### config.mk
export PLATFORM = sky130hd
export DESIGN_NAME = fft_bin_magnitude
export DESIGN_NICKNAME = d
export VERILOG_FILES = /design/src/rtl/fft_bin_magnitude.sv
export SDC_FILE = /design/constraint.sdc
export NUM_CORES = 1
export LEC_CHECK = 0
export ABC_CLOCK_PERIOD_IN_PS = 16300
export CORE_AREA = 3 3 232 234
export CTS_CLUSTER_DIAMETER = 200
export CTS_CLUSTER_SIZE = 10
export DETAILED_ROUTE_END_ITERATION = 12
export DIE_AREA = 0 0 235 237
export DONT_BUFFER_PORTS = 1
export GPL_TIMING_DRIVEN = 0
export HOLD_SLACK_MARGIN = 0.06
export SETUP_SLACK_MARGIN = 0.05
export SYNTH_ARGS = -nofsm -noshare
export SYNTH_HDL_FRONTEND = slang
export SYNTH_SLANG_ARGS = --single-unit
export TNS_END_PERCENT = 10
### constraint.sdc
create_clock -name clk -period 16.3 [get_ports clk]
set_input_delay 2.445 -clock clk [delete_from_list [all_inputs] [get_ports clk]]
set_output_delay 2.445 -clock clk [all_outputs]
set_load 0.005 [all_outputs]
### src/rtl/fft_bin_magnitude.sv
`timescale 1ns/1ps
`default_nettype none
// ============================================================================
// Module      : fft_bin_magnitude
// Description : Captures the first half of a completed FFT bin array, then
//               computes an alpha-max/beta-min magnitude per bin (one bin per
//               cycle), converts each to a saturated bar height and tracks
//               the strongest non-DC bin.
// Revision    : 1.0 - initial release
// ============================================================================
module fft_bin_magnitude #(
    parameter int WIDTH     = 32,
    parameter int SAMPLES   = 16,
    parameter int BAR_WIDTH = 8,
    parameter int SHIFT     = 4
) (
    input  logic                         clk,
    input  logic                         rst,
    input  logic                         fft_valid,
    input  logic [WIDTH-1:0]             fft_bins [SAMPLES-1:0],
    output logic                         busy,
    output logic                         bars_valid,
    output logic [BAR_WIDTH-1:0]         bars [SAMPLES/2-1:0],
    output logic [$clog2(SAMPLES)-1:0]   peak_bin,
    output logic [WIDTH/2-1:0]           peak_mag
);

    localparam int c_half     = WIDTH / 2;
    localparam int c_num_bins = SAMPLES / 2;
    localparam int c_cnt_w    = $clog2(c_num_bins);
    localparam int c_sw       = (c_half > BAR_WIDTH) ? c_half : BAR_WIDTH;
    localparam logic [c_cnt_w-1:0] c_last    = c_cnt_w'(c_num_bins - 1);
    localparam logic [c_cnt_w-1:0] c_one     = c_cnt_w'(1);
    localparam logic [c_sw-1:0]    c_bar_max = {c_sw{1'b1}} >> (c_sw - BAR_WIDTH);

    localparam logic [1:0] S_IDLE = 2'd0;
    localparam logic [1:0] S_CALC = 2'd1;
    localparam logic [1:0] S_DONE = 2'd2;

    logic [1:0]             r_state;
    logic [1:0]             w_state_nx;
    logic                   r_armed;
    logic [c_cnt_w-1:0]     r_cnt;
    logic [WIDTH-1:0]       r_bins [c_num_bins];
    logic [c_half-1:0]      r_pk_mag;
    logic [c_cnt_w-1:0]     r_pk_idx;

    logic                   w_trigger;
    logic                   w_last;
    logic [WIDTH-1:0]       w_cur;
    logic [c_half-1:0]      w_re_abs;
    logic [c_half-1:0]      w_im_abs;
    logic [c_half-1:0]      w_a;
    logic [c_half-1:0]      w_b;
    logic [c_half:0]        w_sum;
    logic [c_half-1:0]      w_mag;
    logic [c_sw-1:0]        w_shift_ext;
    logic [BAR_WIDTH-1:0]   w_bar;
    logic                   w_take;
    logic [c_half-1:0]      w_pk_mag_nx;
    logic [c_cnt_w-1:0]     w_pk_idx_nx;

    // Absolute value where the most negative code maps to the largest positive one
    function automatic logic [c_half-1:0] sat_abs(input logic [c_half-1:0] v);
        logic [c_half-1:0] r;
        if (v == {1'b1, {(c_half-1){1'b0}}}) begin
            r = {1'b0, {(c_half-1){1'b1}}};
        end else if (v[c_half-1]) begin
            r = -v;
        end else begin
            r = v;
        end
        return r;
    endfunction

    // Upper-half bins mirror the lower half for real input and are never captured
    logic [SAMPLES-c_num_bins-1:0] w_unused_hi;
    generate
        for (genvar k = 0; k < SAMPLES - c_num_bins; k++) begin : g_unused_hi
            assign w_unused_hi[k] = ^fft_bins[k + c_num_bins];
        end
    endgenerate

    assign w_trigger  = (r_state == S_IDLE) && r_armed && fft_valid;
    assign w_last     = (r_cnt == c_last);
    assign busy       = (r_state == S_CALC);
    assign bars_valid = (r_state == S_DONE);

    // Magnitude approximation max + min/2, bar scaling and running-peak update
    always_comb begin
        w_cur       = r_bins[r_cnt];
        w_re_abs    = sat_abs(w_cur[WIDTH-1:c_half]);
        w_im_abs    = sat_abs(w_cur[c_half-1:0]);
        w_a         = (w_re_abs > w_im_abs) ? w_re_abs : w_im_abs;
        w_b         = (w_re_abs > w_im_abs) ? w_im_abs : w_re_abs;
        w_sum       = {1'b0, w_a} + ({1'b0, w_b} >> 1);
        w_mag       = w_sum[c_half] ? {c_half{1'b1}} : w_sum[c_half-1:0];
        w_shift_ext = c_sw'(w_mag >> SHIFT);
        w_bar       = (w_shift_ext > c_bar_max) ? c_bar_max[BAR_WIDTH-1:0]
                                                : w_shift_ext[BAR_WIDTH-1:0];
        w_take      = (r_cnt != '0) && ((r_cnt == c_one) || (w_mag > r_pk_mag));
        w_pk_mag_nx = w_take ? w_mag : r_pk_mag;
        w_pk_idx_nx = w_take ? r_cnt : r_pk_idx;
    end

    // Next-state logic: IDLE -> CALC on trigger, CALC -> DONE after last bin
    always_comb begin
        w_state_nx = r_state;
        case (r_state)
            S_IDLE:  if (w_trigger) w_state_nx = S_CALC;
            S_CALC:  if (w_last)    w_state_nx = S_DONE;
            S_DONE:  w_state_nx = S_IDLE;
            default: w_state_nx = S_IDLE;
        endcase
    end

    // State register
    always_ff @(posedge clk) begin
        if (rst) begin
            r_state <= S_IDLE;
        end else begin
            r_state <= w_state_nx;
        end
    end

    // Arming, capture, per-bin bar writes and peak publication
    always_ff @(posedge clk) begin
        if (rst) begin
            r_armed  <= 1'b0;
            r_cnt    <= '0;
            r_pk_mag <= '0;
            r_pk_idx <= '0;
            peak_bin <= '0;
            peak_mag <= '0;
            for (int k = 0; k < c_num_bins; k++) begin
                r_bins[k] <= '0;
                bars[k]   <= '0;
            end
        end else begin
            // A low fft_valid re-arms; the trigger consumes the arm
            if (!fft_valid) begin
                r_armed <= 1'b1;
            end else if (w_trigger) begin
                r_armed <= 1'b0;
            end

            if (w_trigger) begin
                r_cnt <= '0;
                for (int k = 0; k < c_num_bins; k++) begin
                    r_bins[k] <= fft_bins[k];
                end
            end

            if (r_state == S_CALC) begin
                bars[r_cnt] <= w_bar;
                r_pk_mag    <= w_pk_mag_nx;
                r_pk_idx    <= w_pk_idx_nx;
                r_cnt       <= r_cnt + c_one;
                if (w_last) begin
                    peak_bin <= {1'b0, w_pk_idx_nx};
                    peak_mag <= w_pk_mag_nx;
                end
            end
        end
    end

endmodule
`default_nettype wire

==> flow_summary.toml, run 1 <==
[run_status]
status = "completed"

[final_layout]
finalNetCount = 2397
layout-drive-gt1-share_pct = 9.43
instances_no_fill = 2540
area_growth_pct = 10.9

[logic_synthesis]
synth-seq-cells = 367
netlist_area_mm2 = 0.0197
synth_edf_count = 256
synthesis.nets = 2350
ys.warnings.count = 0
syn_inst = 1781
synthArstFlopShare_pct = 0
synth_top_flop_cell = "edfxtp_1"
yosysSeqAreaShare_pct = 50.2
avgSynthCellArea_um2 = 11.1
synth_cell_types = 77

[die]
core_area_mm2 = 0.0522
design.die.area_mm2 = 0.0557
rows = 84
dieHeight_um = 237
die_x_um = 235
boundaryPins = 601
start_util_pct = 37.8

[worst_hold_path]
worstHoldPathCells = 2
hold_start = "r_armed"
holdPathEnd = "r_armed"
hold_class = "reg2reg"

[global_routing]
grt_util_all_layers_pct = 23.5
grt_overflow = 0
antenna_found_initial = 39
grt_max_degree = 74
grt_pass1_wl_um = 98900
grt_pass1_vias = 15000

[timing]
period_needed_ns = 12.32
hold_violations = 0
finalSetupViolations = 0
slew_viol_final = 0
max_freq_mhz = 81.2
worstMarginPinSlew_ns = 1.37
relSlewSlack_pct = 7.76
tns_ns = 0
rsz0062_at_grt = "no"
worst_clock_skew_ns = 0.0311
period_share_pct = 75.6

[placement]
hpwl_um = 51200
dp_cells = 2472
numPortBuffers = 0
finalWeightedCongestion = 0.902

[drt]
drt_first_pass_iters = 5
routed_wl_um = 67200
via_count = 14912
m1WireLength_um = 26800
detail_route.vias_per_cell = 5.87
wl_per_cell_um = 26.5
drc = 0
dr_wl_met2_um = 31200
route.met3.wl_um = 6470
first_iter_violations = 1568
top_layer_used = "met5"
ant_nets = 0

[cts]
htreeDepth = 2
cts_buffers = 42
cts_resized = 0
cts_root_buf = "clkbuf_16"
cts.path.max_buffers = 3
tritoncts = "done"
clk_latency_ns = 0.58
clkSinkCount = 367
clk_pin_slew_worst_paths_ns = 0.07
post_cts_buffers = 0
hold_buffers = 0

[power_and_ir_drop]
p_per_area_mw_per_mm2 = 146
leakage_nw = 7.97
irDropWorstVdd_mv = 0.136

[worst_setup_path]
start_kind = "flop"
endpoint_kind = "flop"
cpMostUsedCell = "clkbuf_1"
cp_slowest_cell = "buf_1"
critPathKind = "reg2reg"
rr_worst_depth = 41
r2r_setup_slack_ns = 3.98
cpPeakStageDelay_ns = 0.75
path_buf_inv = 10
crit_family = "buffers and inverters"
worst_ep_required_time_ns = 16.74
crit_arrival_ns = 12.76
cp_max_fo = 10
reg2reg_to = "r_pk_idx[2]"

[job]
maxCapViolCount = 0
==> metal layers <==
layer / vias to the layer above / GRT usage (%)
met1: 7234 / 29.0
met5: - / 0
met4: 32 / 8.92
met3: 175 / 7.76
met2: 760 / 38.5
li1: 6711 / -
==> power breakdown <==
group | switching, mW | internal (mW) | total [mW]
logic | 0.897 | 0.380 | 1.28
registers | 0.0226 | 1.05 | 1.07
clock network | 0.372 | 0.473 | 0.845
==> cell families after synthesis <==
group,count (synthesis),synth area share (%)
buffers and inverters,179,4.00
AOI/OAI and AO/OA,335,12.1
other,1,0.0190
xor gates and xnor gates,34,1.55
DFF,367,50.2
muxes,128,10.1
adders and majority gates,54,3.46
and+or+nand+nor,683,18.5
==> tightest hold or removal path: cells and delay by family (launching register included) <==
family,cells,cell delay (ns)
flip-flops,1,0.31
AO/OA/AOI/OAI,2,0.14
==> synth_stat cells (all sizes together) (4+ instances only) <==
cell      n  area [um2]
ha       53         663
o311ai    9        78.8
o32a      5        50.1
o21a      6        45.0
o22ai     6        37.5
and2    198        1240
mux2i    61         611
a21o     10        75.1
o211ai    6        45.0
clkbuf   92         345
a31oi    38         238
o21bai   40         300
a311oi   42         368
o31ai    24         180
nor2    169         637
a21oi    49         245
nand2    50         188
nand3    17        85.1
mux4     56        1260
mux2     11         128
or3      10        62.6
buf      42         274
xnor2    13         121
a41oi     4        35.0
inv      45         169
nand4    11        75.1
and3     49         307
dfxtp   111        2220
nor2b    71         444
nand2b   10        62.6
a211oi   17         128
nor4      5        37.5
o41ai     7        83.8
xor2     21         184
o21ai    44         220
edfxtp  256        7690
or2       5        31.3
nor3     77         400
==> how the worst max path moves through the flow <==
stage	from	endpoint	slack [ns]	cells past startpoint
2_1_floorplan	rst	r_bins[0][0]	6.52	3
5_1_grt	flop	r_pk_mag[8]	2.97	41
4_1_cts	flop	r_pk_idx[1]	4.07	41
3_3_place_gp	rst	r_bins[6][15]	3.59	3
3_5_place_dp	flop	r_pk_idx[1]	4.15	41
6_report	flop	r_pk_idx[2]	3.98	41
==> layout by cell type, fill, tap and decap left out, types with 8 or more instances in the layout <==
| cell type | instances |
|---|---|
| mux2i_1 | 61 |
| diode_2 | 17 |
| edfxtp_1 | 256 |
| buf_4 | 8 |
| and3_1 | 49 |
| ha_1 | 53 |
| a211oi_1 | 17 |
| nand3_1 | 17 |
| inv_1 | 43 |
| xnor2_1 | 12 |
| nand2_1 | 50 |
| clkbuf_1 | 97 |
| clkbuf_16 | 43 |
| or3_1 | 10 |
| nor2b_1 | 71 |
| a21o_1 | 10 |
| a311oi_1 | 42 |
| o31ai_1 | 24 |
| nor2_1 | 168 |
| o21bai_1 | 40 |
| and2_1 | 197 |
| o21ai_0 | 39 |
| mux2_2 | 10 |
| a21oi_1 | 49 |
| a31oi_1 | 38 |
| nor3_1 | 74 |
| nand4_1 | 10 |
| nand2b_1 | 9 |
| buf_6 | 8 |
| buf_2 | 21 |
| mux4_2 | 56 |
| xor2_1 | 21 |
| dfxtp_1 | 111 |
==> registers in the layout, indices dropped and copies added (netlist names), named ones only <==
name,flops
r_state,2
r_armed,1
r_bins,256
bars,64
peak_mag,16
r_pk_idx,3
peak_bin,3
r_cnt,3
r_pk_mag,16
==> stage by stage <==
stage	instance area [um2]	util [%]	power [mW]	hold slack, ns	setup slack (ns)
4_1_cts	21800	41.8	3.18	0.500	4.07
5_1_grt	21900	41.8	3.35	0.537	2.97
3_5_place_dp	20700	39.6	2.33	0.488	4.15
3_3_place_gp	20600	39.4	2.33	0.462	3.59
2_1_floorplan	19700	-	1.91	0.454	6.52
6_report	21900	41.9	3.19	0.503	3.98
==> cell type report <==
| cell class | count | area [um2] |
|---|---|---|
| Fill cell | 4979 | 30400 |
| Sequential cell | 367 | 9910 |
| Multi-Input combinational cell | 1235 | 9040 |
| Clock buffer | 48 | 1090 |
| Tap cell | 688 | 861 |
| Buffer | 134 | 619 |
| Inverter | 45 | 169 |
| Timing Repair Buffer | 3 | 82.6 |
| Clock inverter | 3 | 55.1 |
| Antenna cell | 17 | 42.5 |
(Power assumes the default switching activity.)
==> inputs of run 2 (changes only) <==
--- a/config.mk
+++ b/config.mk
@@ -5,12 +5,12 @@
 export SDC_FILE = /design/constraint.sdc
 export NUM_CORES = 1
 export LEC_CHECK = 0
-export ABC_CLOCK_PERIOD_IN_PS = 16300
-export CORE_AREA = 3 3 232 234
+export ABC_CLOCK_PERIOD_IN_PS = 11000
+export CORE_AREA = 3 3 231 233
 export CTS_CLUSTER_DIAMETER = 200
 export CTS_CLUSTER_SIZE = 10
 export DETAILED_ROUTE_END_ITERATION = 12
-export DIE_AREA = 0 0 235 237
+export DIE_AREA = 0 0 234 236
 export DONT_BUFFER_PORTS = 1
 export GPL_TIMING_DRIVEN = 0
 export HOLD_SLACK_MARGIN = 0.06
==> constraint.sdc (replaced) <==
create_clock -name clk -period 11 [get_ports clk]
set_input_delay 1.65 -clock clk [delete_from_list [all_inputs] [get_ports clk]]
set_output_delay 1.65 -clock clk [all_outputs]
set_load 0.005 [all_outputs]
==> run 2 against run 1 <==
Net effect:
- clock power increased by 48%
- register-to-register slack worse by 3.3 ns
- power grew 48%
- critical path type unchanged
- critical endpoint is now peak_bin[1]
- highest routed layer unchanged
==> flow_summary.toml, run 2 (synthesis results as in run 1) <==
[run_status]
status = "completed"

[final_layout]
instances_no_fill = 2528
top_register = "r_bins"
nFillCells = 4912
finalNetCount = 2394
layout-drive-gt1-share_pct = 10.3
final_common_cell = "edfxtp_1"
largestRegisters = "r_bins: 256 flops, bars: 64 flops"
layout_common_cells = "256 x edfxtp_1, 196 x and2_1, 168 x nor2_1"
multi_input_area_mm2 = 0.00906
largest_reg_flops = 256
regArea_mm2 = 0.00991
area_growth_pct = 11.0

[worst_setup_path]
cp_slowest_cell = "clkbuf_1"
endpoint_kind = "flop"
start_kind = "flop"
critPathKind = "reg2reg"
r2r_setup_slack_ns = 0.72
cp_max_fo = 10
rr_worst_depth = 39
worst_ep_required_time_ns = 11.43
crit_arrival_ns = 10.70
reg2reg_to = "peak_bin[1]"
cpPeakStageDelay_ns = 0.74

[timing]
rsz0062_at_grt = "no"
finalSetupViolations = 0
hold_violations = 0
setup_ws_ns = 0.725
period_share_pct = 93.4
max_freq_mhz = 97.3
worstMarginPinSlew_ns = 1.25
period_needed_ns = 10.28
worst_clock_skew_ns = 0.0297
relSlewSlack_pct = 15.3
tns_ns = 0
slew_viol_final = 0

[worst_hold_path]
holdPathEnd = "r_pk_mag[15]"
worstHoldPathCells = 2
hold_class = "reg2reg"
hold_start = "r_pk_mag[15]"

[drt]
first_iter_violations = 1319
drt_first_pass_iters = 5
via_count = 14630
ant_nets = 0
wl_per_cell_um = 26.5
drc = 0
routed_wl_um = 67000
detail_route.vias_per_cell = 5.79

[cts]
cts.path.max_buffers = 3
hold_buffers = 0
clk_pin_slew_worst_paths_ns = 0.06
cts_buffers = 42
clkSinkCount = 367
post_cts_buffers = 0
cts_root_buf = "clkbuf_16"
tritoncts = "done"
htreeDepth = 2
clk_latency_ns = 0.59

[die]
dieHeight_um = 236
start_util_pct = 38.4
rows = 83
boundaryPins = 601
design.die.area_mm2 = 0.0552
die_x_um = 234
core_area_mm2 = 0.0514

[global_routing]
grt_overflow = 0
grt_pass1_vias = 14751
grt_max_degree = 76
grt_util_all_layers_pct = 23.7
antenna_found_initial = 34
grt_pass1_wl_um = 97500

[power_and_ir_drop]
p_per_area_mw_per_mm2 = 215
irDropWorstVdd_mv = 0.165
p_int_mw = 2.81
p_sw_share_pct = 40.4
p_switching_mw = 1.90
seqPwrFrac_pct = 33.6
p_comb_share_pct = 39.9
leakage_nw = 7.99
clkPwrFrac_pct = 26.5

[placement]
dp_cells = 2464
finalWeightedCongestion = 0.929
hpwl_um = 51400
dp_slack_ns = -1.24
numPortBuffers = 0

[job]
maxCapViolCount = 0
-- run 2: cell count changes in the layout (fill, tap and decap cells not counted), sizes merged --
cell	previous run	this run
diode	17	16
clkbuf	140	138
buf	45	43
inv	46	47
-- run 2: final cells by class --
| type | instances | area share, % |
|---|---|---|
| flip-flops and latches | 367 | 45.3 |
| well taps | 680 | 3.89 |
| plain buffers | 131 | 2.98 |
| clock buffers | 47 | 4.89 |
| diodes | 16 | 0.183 |
| clock inverters | 4 | 0.291 |
| repair buffers | 3 | 0.377 |
| multi-input cells | 1235 | 41.4 |
| inverters | 45 | 0.772 |
-- run 2: repair_timing --
| action | 4_1_cts | 5_1_grt |
|---|---|---|
| gates resized for setup | 19 | 23 |
| pin swaps | 0 | 1 |
| hold endpoints to repair | 0 | 0 |
| endpoints found under the setup margin | 38 | 38 |
-- run 2: how the worst max path moves through the flow --
stage,end,slack [ns],cells after the start
after global placement,r_pk_idx[0],-1.23,41
after CTS,peak_mag[1],0.06,39
after floorplan,r_pk_idx[2],1.66,42
after global routing,peak_bin[0],0.06,41
final,peak_bin[1],0.72,39
after detailed placement,r_pk_mag[13],-1.24,41
-- run 2: worst max-delay path, delay by kind of cell, from the launching register on --
kind	cells	cell delay (ns)
AOI/OAI and AO/OA	14	2.91
xor gates and xnor gates	1	0.12
adders and majority gates	4	1.31
buffers and inverters	10	3.25
DFF	1	0.37
muxes	4	1.05
and+or+nand+nor	6	1.09
-- run 2: power groups by stage --
stage	sequential, mW	combinational [mW]	clock, mW
detailed placement	1.61	1.84	0
CTS	1.58	1.85	1.27
global placement	1.63	1.82	0
global route	1.59	2.07	1.32
floorplan	1.61	1.22	0
finish	1.58	1.88	1.25
-- run 2: stage by stage --
stage	hold WS (ns)	power, mW	cell area, um2	utilization (%)
6_report	0.501	4.71	21900	42.6
5_1_grt	0.527	4.98	21900	42.6
4_1_cts	0.497	4.70	21800	42.5
3_5_place_dp	0.489	3.45	20700	40.2
3_3_place_gp	0.461	3.45	20600	40.0
2_1_floorplan	0.454	2.83	19700	-
-- run 2: metal layers --
layer	routed length [um]	GRT usage [%]	up-vias
li1	-	-	6696
met1	27400	30.2	7074
met2	31600	38.8	686
met3	5870	7.11	140
met4	1960	7.49	34
met5	217	0	-
==> inputs of run 3 (changes only) <==
--- a/config.mk
+++ b/config.mk
@@ -15,6 +15,7 @@
 export GPL_TIMING_DRIVEN = 0
 export HOLD_SLACK_MARGIN = 0.06
 export SETUP_SLACK_MARGIN = 0.05
+export SKIP_CTS_REPAIR_TIMING = 1
 export SYNTH_ARGS = -nofsm -noshare
 export SYNTH_HDL_FRONTEND = slang
 export SYNTH_SLANG_ARGS = --single-unit
==> run 3 against run 2 <==
Net effect:
- via count decreased by 0.19%
- design area unchanged
- power hardly changed
- fmax rose by 0.84%
- first-iteration DRC count up 1.9%
- sequential power about the same
- global-route usage increased by 0.074 points
- setup slack better by 0.085 ns
- cell count hardly changed
- wire length is 0.29% lower
- flip-flop and latch count unchanged
==> flow_summary.toml, run 3 (synthesis results as in run 1) <==
[placement]
dp_cells = 2464
finalWeightedCongestion = 0.929
numPortBuffers = 0
hpwl_um = 51400

[final_layout]
layout_common_cells = "256 x edfxtp_1, 196 x and2_1, 168 x nor2_1"
final_util_pct = 42.6
regArea_mm2 = 0.00991
top_register = "r_bins"
finalNetCount = 2393
largestRegisters = "r_bins: 256 flops, bars: 64 flops"
final_common_cell = "edfxtp_1"
instances_no_fill = 2527
nFillCells = 4911
largest_reg_flops = 256
layout-drive-gt1-share_pct = 10.3
area_growth_pct = 11.0
multi_input_area_mm2 = 0.00906

[timing]
period_share_pct = 92.6
worst_clock_skew_ns = 0.0269
finalSetupViolations = 0
holdWs_ns = 0.505
tns_ns = 0
hold_violations = 0
slew_viol_final = 0
rsz0062_at_grt = "no"
worstMarginPinSlew_ns = 1.26
period_needed_ns = 10.19
max_freq_mhz = 98.1
relSlewSlack_pct = 15.2

[worst_setup_path]
path_buf_inv = 5
crit_arrival_ns = 10.67
cpPeakStageDelay_ns = 0.91
start_kind = "flop"
critPathKind = "reg2reg"
rr_worst_depth = 36
worst_ep_required_time_ns = 11.48
cp_slowest_cell = "nor2b_1"
r2r_setup_slack_ns = 0.81
crit_family = "compound AO/OA/AOI/OAI gates"
cp_max_fo = 10
reg2reg_to = "r_pk_mag[13]"
endpoint_kind = "flop"

[global_routing]
top_usage_layer = "met2"
grt_pass1_vias = 14778
antenna_found_initial = 34
grt_util_all_layers_pct = 23.8
gr-usage-met2_pct = 39.0
grt_overflow = 0
grt_max_degree = 76
grt_pass1_wl_um = 97700
grt_use_met1_pct = 30.3
met3_usage_pct = 7.09

[cts]
cts.path.max_buffers = 3
clk_pin_slew_worst_paths_ns = 0.07
clkSinkCount = 367
cts_buffers = 42
htreeDepth = 2
cts_root_buf = "clkbuf_16"
tritoncts = "done"
clk_latency_ns = 0.59

[die]
design.die.area_mm2 = 0.0552
dieHeight_um = 236
rows = 83
boundaryPins = 601
start_util_pct = 38.4
core_area_mm2 = 0.0514
die_x_um = 234

[worst_hold_path]
holdPathEnd = "r_pk_mag[15]"
hold_class = "reg2reg"
hold_start = "r_pk_mag[15]"
worstHoldPathCells = 2

[drt]
drc = 0
routed_wl_um = 66800
wl_per_cell_um = 26.4
detail_route.vias_per_cell = 5.78
ant_nets = 0
drt_first_pass_iters = 5
first_iter_violations = 1344
via_count = 14602

[job]
maxCapViolCount = 0

[run_status]
status = "completed"

[power_and_ir_drop]
p_per_area_mw_per_mm2 = 215
irDropWorstVdd_mv = 0.165
leakage_nw = 7.99
## run 3: metal layers
metal	vias to the layer above	wire length, um
li1	6694	-
met1	7045	27000
met2	688	31300
met3	143	6330
met4	32	1930
met5	-	207
## run 3: tightest hold or removal path, delay by kind of cell, from the launching register on
| family | cells | cell delay, ns |
|---|---|---|
| DFF | 1 | 0.31 |
| AOI/OAI and AO/OA | 1 | 0.05 |
| and+or+nand+nor | 1 | 0.10 |
## run 3: cell type report
type                            count  share of cell area, %
Timing Repair Buffer                3                  0.377
Antenna cell                       16                  0.183
Tap cell                          680                   3.89
Inverter                           45                  0.772
Buffer                            130                   2.98
Clock inverter                      4                  0.291
Clock buffer                       47                   4.89
Multi-Input combinational cell   1235                   41.4
Sequential cell                   367                   45.3
## run 3: power breakdown
part / total [mW] / leakage, nW / switching, mW / internal [mW]
Clock: 1.25 / 0.553 / 0.559 / 0.688
Sequential: 1.58 / 3.58 / 0.0331 / 1.55
Combinational: 1.88 / 3.86 / 1.31 / 0.570
Total: 4.71 / 7.99 / 1.90 / 2.81
## run 3: metrics by stage
step                instance area (um2)  setup WS, ns  power (mW)
global route                      21900        0.0869        4.98
floorplan                         19700          1.66        2.83
CTS                               21800         -1.31        4.70
finish                            21900         0.810        4.71
global placement                  20600         -1.23        3.45
detailed placement                20700         -1.24        3.45
## run 3: worst max-delay path by stage
stage | start | cells past startpoint | endpoint
CTS | flop | 42 | r_pk_mag[13]
floorplan | flop | 42 | r_pk_idx[2]
global placement | flop | 41 | r_pk_idx[0]
detailed placement | flop | 41 | r_pk_mag[13]
finish | flop | 36 | r_pk_mag[13]
global route | flop | 39 | r_pk_mag[13]
